<file path="src/rtl/sequential_divider_pkg.sv">
// sequential_divider_pkg: shared widths, FSM state encodings and divide-by-zero result.
package sequential_divider_pkg;
  localparam int OP_W = 8;
  localparam int REM_W = 9;
  localparam logic [OP_W-1:0] DIV0_QUOTIENT = 8'hFF;
  typedef logic [1:0] state_t;
  localparam state_t IDLE = 2'd0;
  localparam state_t LOAD = 2'd1;
  localparam state_t CALC = 2'd2;
  localparam state_t DONE = 2'd3;
endpackage

</file>
<file path="src/rtl/sequential_divider_if.sv">
// sequential_divider_if: Run/operand front end and result bus of the divider.
interface sequential_divider_if;
  import sequential_divider_pkg::*;
  logic Run;
  logic [OP_W-1:0] Dividend;
  logic [OP_W-1:0] Divisor;
  logic [OP_W-1:0] Quotient;
  logic [OP_W-1:0] Remainder;
  logic Busy;
  logic Done;
  logic DivByZero;
  modport master(output Run, Dividend, Divisor, input Quotient, Remainder, Busy, Done, DivByZero);
  modport slave(input Run, Dividend, Divisor, output Quotient, Remainder, Busy, Done, DivByZero);
endinterface

</file>
<file path="src/rtl/sequential_divider_addsub9.sv">
// addsub9: 9-bit ripple add/subtract; sub inverts B and supplies the carry-in.
module addsub9
  import sequential_divider_pkg::*;
(
  input  logic [REM_W-1:0] A,
  input  logic [REM_W-1:0] B,
  input  logic             sub,
  output logic [REM_W-1:0] S,
  output logic             cout
);
  logic [REM_W-1:0] bx;
  logic [REM_W:0] c;
  assign bx = B ^ {REM_W{sub}};
  assign c[0] = sub;
  for (genvar i = 0; i < REM_W; i++) begin : g_fa
    assign S[i] = A[i] ^ bx[i] ^ c[i];
    assign c[i+1] = (A[i] & bx[i]) | (c[i] & (A[i] ^ bx[i]));
  end
  assign cout = c[REM_W];
endmodule

</file>
<file path="src/rtl/sequential_divider.sv">
// sequential_divider: iterative 8-bit unsigned restoring divider, one quotient bit per cycle.
module sequential_divider
  import sequential_divider_pkg::*;
(
  input logic Clk,
  input logic Reset,
  sequential_divider_if.slave bus
);
  state_t state;
  logic [REM_W-1:0] r, s, t, r_next;
  logic [OP_W-1:0] q, d, q_next;
  logic [2:0] cnt;
  logic co;
  assign s = {r[OP_W-1:0], q[OP_W-1]};
  addsub9 u_addsub (.A(s), .B({1'b0, d}), .sub(1'b1), .S(t), .cout(co));
  // carry-out set means the trial subtraction did not borrow
  assign r_next = co ? t : s;
  assign q_next = {q[OP_W-2:0], co};
  assign bus.Busy = (state == LOAD) || (state == CALC);
  assign bus.Done = state == DONE;
  always_ff @(posedge Clk or posedge Reset) begin
    if (Reset) begin
      state <= IDLE;
      r <= '0;
      q <= '0;
      d <= '0;
      cnt <= '0;
      bus.Quotient <= '0;
      bus.Remainder <= '0;
      bus.DivByZero <= 1'b0;
    end else begin
      case (state)
        IDLE: if (bus.Run) state <= LOAD;
        LOAD: begin
          r <= '0;
          q <= bus.Dividend;
          d <= bus.Divisor;
          cnt <= '0;
          bus.DivByZero <= bus.Divisor == '0;
          state <= bus.Divisor == '0 ? DONE : CALC;
          if (bus.Divisor == '0) begin
            bus.Quotient <= DIV0_QUOTIENT;
            bus.Remainder <= bus.Dividend;
          end
        end
        CALC: begin
          r <= r_next;
          q <= q_next;
          cnt <= cnt + 3'd1;
          if (cnt == 3'd7) begin
            bus.Quotient <= q_next;
            bus.Remainder <= r_next[OP_W-1:0];
            state <= DONE;
          end
        end
        default: if (!bus.Run) state <= IDLE;
      endcase
    end
  end
endmodule
</file>
<file path="src/flat_wrapper.sv">
// flat-port wrapper written by rule: the top's interface ports become plain ports
module sequential_divider_flat import sequential_divider_pkg::*;
  (Clk, Reset, bus_Run, bus_Dividend, bus_Divisor, bus_Quotient, bus_Remainder, bus_Busy, bus_Done, bus_DivByZero);
  sequential_divider_if bus_i ();
  input logic Clk;
  input logic Reset;
  input wire logic [$bits(bus_i.Run)-1:0] bus_Run;
  input wire logic [$bits(bus_i.Dividend)-1:0] bus_Dividend;
  input wire logic [$bits(bus_i.Divisor)-1:0] bus_Divisor;
  output wire logic [$bits(bus_i.Quotient)-1:0] bus_Quotient;
  output wire logic [$bits(bus_i.Remainder)-1:0] bus_Remainder;
  output wire logic [$bits(bus_i.Busy)-1:0] bus_Busy;
  output wire logic [$bits(bus_i.Done)-1:0] bus_Done;
  output wire logic [$bits(bus_i.DivByZero)-1:0] bus_DivByZero;
  assign bus_i.Run = bus_Run;
  assign bus_i.Dividend = bus_Dividend;
  assign bus_i.Divisor = bus_Divisor;
  assign bus_Quotient = bus_i.Quotient;
  assign bus_Remainder = bus_i.Remainder;
  assign bus_Busy = bus_i.Busy;
  assign bus_Done = bus_i.Done;
  assign bus_DivByZero = bus_i.DivByZero;
  sequential_divider u_core (.Clk(Clk), .Reset(Reset), .bus(bus_i));
endmodule
</file>
<file path="config.mk">
export PLATFORM = sky130hd
export DESIGN_NAME = sequential_divider_flat
export DESIGN_NICKNAME = d
export VERILOG_FILES = /design/src/rtl/sequential_divider_pkg.sv /design/src/rtl/sequential_divider_if.sv /design/src/rtl/sequential_divider_addsub9.sv /design/src/rtl/sequential_divider.sv /design/src/flat_wrapper.sv
export SDC_FILE = /design/constraint.sdc
export NUM_CORES = 1
export LEC_CHECK = 0
export ABC_CLOCK_PERIOD_IN_PS = 5700
export BUFFER_PORTS_ARGS = -buffer_cell sky130_fd_sc_hd__clkbuf_2
export CORE_MARGIN = 10
export CORE_UTILIZATION = 45
export DETAILED_ROUTE_END_ITERATION = 12
export GPL_TIMING_DRIVEN = 0
export PLACE_DENSITY = 0.66
export SKIP_LAST_GASP = 1
export SYNTH_ARGS = -nofsm -noshare
export SYNTH_HDL_FRONTEND = slang
export SYNTH_SLANG_ARGS = --single-unit
</file>
<file path="constraint.sdc">
create_clock -name Clk -period 5.7 [get_ports Clk]
set_clock_uncertainty 0.15 [all_clocks]
set_input_delay 1.14 -clock Clk [delete_from_list [all_inputs] [get_ports Clk]]
set_output_delay 1.14 -clock Clk [all_outputs]
set_load 0.05 [all_outputs]
</file>
**Yosys cells after proc, flatten, opt, wreduce, memory -nomap -nowiden**

Cells that the tools add are included.
W data, S select, Z words.

- Add/sub/neg operators: 1
- Equal/unequal tests: 8
- Mux-type cells: 15
- Bitwise logic cells: 44
- Reductions and logical operators: 6

Operator list:

| operator | number |
|---|---|
| $pmux W8 S2 | 4 |
| $mux W8 | 5 |
| $and A1 B1 Y1 | 17 |
| $xor A1 B1 Y1 | 16 |
| $not A8 Y9 | 1 |
| $or A1 B1 Y1 | 9 |
| $logic_not A8 Y1 | 1 |
| $mux W2 | 3 |
| $ne A2 B2 Y1 const B | 3 |
| $pmux W2 S3 | 1 |
| $pmux W3 S2 | 1 |
| $reduce_and A3 Y1 | 2 |
| $eq A2 B2 Y1 const B | 2 |
| $ne A4 B1 Y1 const B | 1 |
| $add A3 B1 Y3 const B | 1 |
| $eq A3 B3 Y1 const B | 1 |
| $eq A2 B1 Y1 const B | 1 |
| $logic_not A2 Y1 | 1 |
| $reduce_bool A2 Y1 | 1 |
| $logic_or A1 B1 Y1 | 1 |
| $mux W1 | 1 |
| $not A1 Y1 | 1 |

- Flip-flop bits (word level): 46
- Input bits: 19

**Logic depth before layout (Yosys ltp)**

- Depth after elaboration: 22
- Mapped depth: 16

**By module**

A second synthesis with hierarchy kept.

- Cells, all modules: 234
- Area total of the unflattened synthesis: 2,507.4 um^2

By module, submodules not included:

| module | instances | cells an instance | area each (um^2) |
|---|---|---|---|
| sequential_divider | 1 | 201 | 2,193.4 |
| addsub9 | 1 | 33 | 314.1 |

**Least setup slack after synthesis**

Ideal clock, no wire load.

- Path type: reg-to-reg
- From: register u_core.q[7]
- To: register u_core.bus.Remainder[6]
- Library setup time: 125 ps
- Arrival time: 4,111 ps
- Data required time: 5,425 ps
- Setup slack: 1,314 ps
- Cell stages (with the launch flop): 17
- Buffers on the path: 1
- Period minus slack after synthesis: 4,386 ps
- Cells stage by stage: dfrtp_1 > inv_1 > ha_1 > inv_1 > fa_1 > fa_1 > fa_1 > fa_1 > fa_1 > inv_1 > fa_1 > fa_1 > nand2b_1 > buf_2 > mux2i_1 > mux2_2 > mux2_2

- Longest elaborated chain between the ends: 21

Ends and longest elaborated chain:

| what | RTL line | RTL |
|---|---|---|
| start, declared | sequential_divider.sv:11 | `logic [OP_W-1:0] q, d, q_next;` |
| start signal, assigned | sequential_divider.sv:36 | `q <= bus.Dividend;` |
| start signal, assigned | sequential_divider.sv:48 | `q <= q_next;` |
| $and A1 B1 Y1 or $xor A1 B1 Y1 (tied branches) | sequential_divider_addsub9.sv:17 | `assign c[i+1] = (A[i] & bx[i]) \| (c[i] & (A[i] ^ bx[i]));` |
| $or A1 B1 Y1 * | sequential_divider_addsub9.sv:17 |  |
| $and A1 B1 Y1 * | sequential_divider_addsub9.sv:17 |  |
| $or A1 B1 Y1 * | sequential_divider_addsub9.sv:17 |  |
| $and A1 B1 Y1 * | sequential_divider_addsub9.sv:17 |  |
| $or A1 B1 Y1 * | sequential_divider_addsub9.sv:17 |  |
| $and A1 B1 Y1 * | sequential_divider_addsub9.sv:17 |  |
| $or A1 B1 Y1 * | sequential_divider_addsub9.sv:17 |  |
| [... 5 more ...] | -- |  |
| $or A1 B1 Y1 | sequential_divider_addsub9.sv:17 |  |
| $and A1 B1 Y1 | sequential_divider_addsub9.sv:17 |  |
| $or A1 B1 Y1 | sequential_divider_addsub9.sv:17 |  |
| $and A1 B1 Y1 | sequential_divider_addsub9.sv:17 |  |
| $or A1 B1 Y1 | sequential_divider_addsub9.sv:17 |  |
| $mux W8 * | sequential_divider.sv:17 | `assign r_next = co ? t : s;` |
| $mux W8 * | sequential_divider.sv:50 | `if (cnt == 3'd7) begin` |
| $pmux W8 S2 * | sequential_divider.sv:32 | `case (state)` |
| end signal, assigned | sequential_divider.sv:43 | `bus.Remainder <= bus.Dividend;` |
| end signal, assigned | sequential_divider.sv:52 | `bus.Remainder <= r_next[OP_W-1:0];` |
| end, declared | sequential_divider_if.sv:13 | `modport slave(input Run, Dividend, Divisor, output Quotient, Remainder, Busy, Done, DivByZero);` |

Every way passes the cells marked *; elsewhere a longest branch is shown, timed or not. The select of a mux whose other input is x is not followed.
A chain may end at the register's enable or synchronous reset.

**Worst setup path after layout**

- From: register u_core.q[7]
- To: register u_core.bus.Remainder[0]

- Longest elaborated chain between the ends: 21

Ends and longest elaborated chain:

| what | RTL line |
|---|---|
| $and A1 B1 Y1 or $xor A1 B1 Y1 (tied branches) | sequential_divider_addsub9.sv:17, sequential_divider_addsub9.sv:16 |
| $or A1 B1 Y1 | sequential_divider_addsub9.sv:17 |
| $and A1 B1 Y1 | sequential_divider_addsub9.sv:17 |
| $or A1 B1 Y1 | sequential_divider_addsub9.sv:17 |
| $and A1 B1 Y1 | sequential_divider_addsub9.sv:17 |
| $or A1 B1 Y1 | sequential_divider_addsub9.sv:17 |
| $and A1 B1 Y1 | sequential_divider_addsub9.sv:17 |
| $or A1 B1 Y1 | sequential_divider_addsub9.sv:17 |
| [... 5 more ...] | -- |
| $or A1 B1 Y1 | sequential_divider_addsub9.sv:17 |
| $and A1 B1 Y1 | sequential_divider_addsub9.sv:17 |
| $or A1 B1 Y1 | sequential_divider_addsub9.sv:17 |
| $and A1 B1 Y1 | sequential_divider_addsub9.sv:17 |
| $or A1 B1 Y1 | sequential_divider_addsub9.sv:17 |
| $mux W8 * | sequential_divider.sv:17 |
| $mux W8 * | sequential_divider.sv:50 |
| $pmux W8 S2 * | sequential_divider.sv:32 |

Marked as above.

==> impl_metrics.env <==
export IMPL_cts_setup_buffers=0
export IMPL_dr_pass1_iters=4
export IMPL_wl_per_cell_um=15.71
export IMPL_crit_top_cell="fa_1"
export IMPL_use_met1_pct=15.73
export IMPL_diodes=0
export IMPL_synth_xor_area_share_pct=0
export IMPL_drcViolationCount=0
export IMPL_tightest_slew_ns=0.5007
export IMPL_final_hold_violation_count=0
export IMPL_timing_fmax_ghz=0.2155
export IMPL_ys_seq_area_share_pct=47.40
export IMPL_numCtsBuffers=5
export IMPL_slowest_delay_ns=0.46
export IMPL_num_vias=1645
export IMPL_syn2layout_area_growth_pct=16.59
export IMPL_hold_path_class="reg2reg"
export IMPL_fin_crit_sh_pct=81.40
export IMPL_path_clk_slew_ns=0.09
export IMPL_start_util_pct=46.95
export IMPL_cp_start_kind="register"
export IMPL_ctsHoldBuffers=0
export IMPL_groute_usage_overall_pct=12.53
export IMPL_fin_crit_ns=4.640
export IMPL_critical_path_required_ns=5.80
export IMPL_die_x_um=93.47
export IMPL_io_buffers=37
export IMPL_ioPinCount=38
export IMPL_cts_root_buf="clkbuf_8"
export IMPL_yosys_area_share_simple_pct=9.274
export IMPL_yosys_warnings=0
export IMPL_synth_compound_area_share_pct=9.067
export IMPL_finalWeightedCongestion=0.7696
export IMPL_grt_setup_unrepaired="false"
export IMPL_arrival_ns=4.74
export IMPL_ys_seq_elements=46
export IMPL_tns_ns=0
export IMPL_cts_repair_resized=0
export IMPL_top_usage_layer="met2"
export IMPL_synthMuxAreaShare_pct=18.55
export IMPL_first_iter_violations=48
export IMPL_cts_tree="built"
export IMPL_grt_util_met2_pct=20.19
export IMPL_layout_drive_gt1_share_pct=30.31
export IMPL_drtAntennaViolNets=0
export IMPL_crit_type="reg2reg"
export IMPL_max_slew_margin_pct=66.62
export IMPL_maxCapViolCount=0
export IMPL_grt_pass1_vias=1840
export IMPL_grt_max_degree=42
export IMPL_grt_pass1_wl_um=8776
export IMPL_path_cells="inv_1 > ha_1 > inv_1 > fa_1 > fa_1 > fa_1 > fa_1 > fa_1 > inv_1 > fa_1 > fa_1 > nor2b_1 > mux2_2 > a21oi_1 > mux2_4"
export IMPL_syn_inst=208
export IMPL_routed_via_density=5.077
export IMPL_slew_violations=0
export IMPL_cts_sinks=46
export IMPL_num_rows=26
export IMPL_htreeDepth=2
export IMPL_worstSkewPairLatency_ns=0.30
export IMPL_status="complete, no violations"
export IMPL_dieArea_um2=8736
export IMPL_antenna_found_initial=0
export IMPL_crit_path_end_kind="register"
export IMPL_grt_util_met3_pct=3.517
export IMPL_finalNetCount=287
export IMPL_routed_wl_um=5089
export IMPL_synth_fa_ha_area_share_pct=9.892
export IMPL_hpwl_um=3901
export IMPL_netlist_area_um2=2429
export IMPL_syn_num_nets=242
export IMPL_synth_cell_types=28
export IMPL_cpMaxStageDelayCell="fa_1"
export IMPL_clockBufferDepth=2
export IMPL_critical_path_max_fanout=4
export IMPL_setup_viol=0
export IMPL_avgSynthCellArea_um2=11.68
export IMPL_overflow=0
export IMPL_core_area_um2=5172
export IMPL_die_h_um=93.47
export IMPL_synth_top_family_by_area="multiplexers"
cells in the final DEF, fill, tap and decap left out:
master      synthesis  final
buf_1               2      2
clkinvlp_4          0      1
o22ai_1             2      2
inv_2               0      1
fa_1                7      7
mux2_4              9      9
a21oi_4             1      1
mux2i_1            18     18
inv_1              19     18
a21oi_1            15     15
nand2_1            10     10
mux2_2             12     12
buf_6               1      1
clkbuf_1            3      4
buf_12              1      2
dfrtp_1            46     46
nand3b_1            1      1
nor3_1              1      1
bufinv_16           0      1
a211oi_1            2      2
nor4_2              1      1
o2bb2ai_1           6      6
nor2b_1             4      4
buf_2               4      4
nor4_4              1      1
nor2_1             15     15
nand3_1             2      2
clkbuf_8            0      5
a31o_2              1      1
o21ai_0             8      8
ha_1                8      8
nand2b_1            8      8
clkbuf_2            0     37
layer usage:
| layer | routed length (um) | vias to the layer above |
|---|---|---|
| met5 | 0 | - |
| met4 | 67 | 0 |
| met3 | 211 | 8 |
| met2 | 2508 | 24 |
| met1 | 2302 | 819 |
| li1 | - | 794 |
worst max-delay path, delay by kind of cell (launching register included):
kind	cells	cell delay, ns
adders and majority gates	8	2.82
muxes	2	0.56
DFF	1	0.39
AOI/OAI and AO/OA	1	0.17
and+or+nand+nor	1	0.30
buffers and inverters	3	0.21
sequential cells by signal, indices dropped and copies added (netlist names):
signal                flops
u_core.bus.Remainder      8
u_core.cnt                3
u_core.bus.Quotient       8
u_core.d                  8
u_core.r                  8
u_core.state              2
u_core.q                  8
u_core.bus.DivByZero      1
cell families after synthesis:
family / count (synthesis)
mux: 39
fa+ha+maj: 15
simple gates: 43
buf+inv: 30
flops: 46
compound gates: 35
worst paths after layout:
check,endpoint,cells after the start,start,slack [ns]
hold / removal,u_core.cnt[0]$_DFFE_PP0N_,1,u_core.cnt[0]$_DFFE_PP0N_,0.35
setup reg to reg,u_core.bus.Remainder[0]$_DFFE_PP0P_,15,u_core.q[7]$_DFFE_PP0N_,1.06
max in group asynchronous,u_core.r[5]$_DFFE_PP0N_,3,Reset,4.40
min in group asynchronous,u_core.d[7]$_DFFE_PP0P_,2,Reset,0.55
hold reg to reg,u_core.cnt[0]$_DFFE_PP0N_,1,u_core.cnt[0]$_DFFE_PP0N_,0.35
setup / recovery,u_core.bus.Remainder[0]$_DFFE_PP0P_,15,u_core.q[7]$_DFFE_PP0N_,1.06
cell type report:
class / count / area, um2
Fill cell: 465 / 2341
Multi-Input combinational cell: 132 / 1136
Clock buffer: 6 / 72.57
Clock inverter: 2 / 37.54
Buffer: 11 / 70.07
Timing Repair Buffer: 38 / 205.2
Tap cell: 70 / 87.58
Inverter: 19 / 71.32
Sequential cell: 46 / 1151
synthesized netlist by cell type:
master | instances | share of area [%]
nor2b_1 | 4 | 1.0
clkbuf_1 | 3 | 0.46
buf_6 | 1 | 0.46
buf_2 | 4 | 0.82
fa_1 | 7 | 5.8
buf_12 | 1 | 0.82
nand3b_1 | 1 | 0.31
inv_1 | 19 | 2.9
dfrtp_1 | 46 | 47
a211oi_1 | 2 | 0.62
nor4_2 | 1 | 0.52
ha_1 | 8 | 4.1
o22ai_1 | 2 | 0.52
a31o_2 | 1 | 0.36
a21oi_1 | 15 | 3.1
nand2b_1 | 8 | 2.1
o21ai_0 | 8 | 1.6
nor4_4 | 1 | 0.88
mux2_2 | 12 | 5.6
nand3_1 | 2 | 0.41
nor2_1 | 15 | 2.3
o2bb2ai_1 | 6 | 2.2
nor3_1 | 1 | 0.21
mux2_4 | 9 | 5.6
nand2_1 | 10 | 1.5
a21oi_4 | 1 | 0.67
mux2i_1 | 18 | 7.4
buf_1 | 2 | 0.31
per-stage QoR:
stage                     hold slack [ns]  util [%]  cell area (um2)  worst slack (ns)  std cells
final                              0.3468     54.74             2831             1.060        324
after global placement             0.3199     52.23             2701             1.101        315
after floorplan                    0.3073         -             2429             1.314        208
after CTS                          0.3504     54.74             2831             1.034        324
after global routing               0.3830     54.74             2831            0.7749        324
after detailed placement           0.3376     52.61             2721             1.068        316
Power is left out: the tool's default activity adds up to more than one toggle a clock period on the data nets, which glitch-free logic cannot reach.
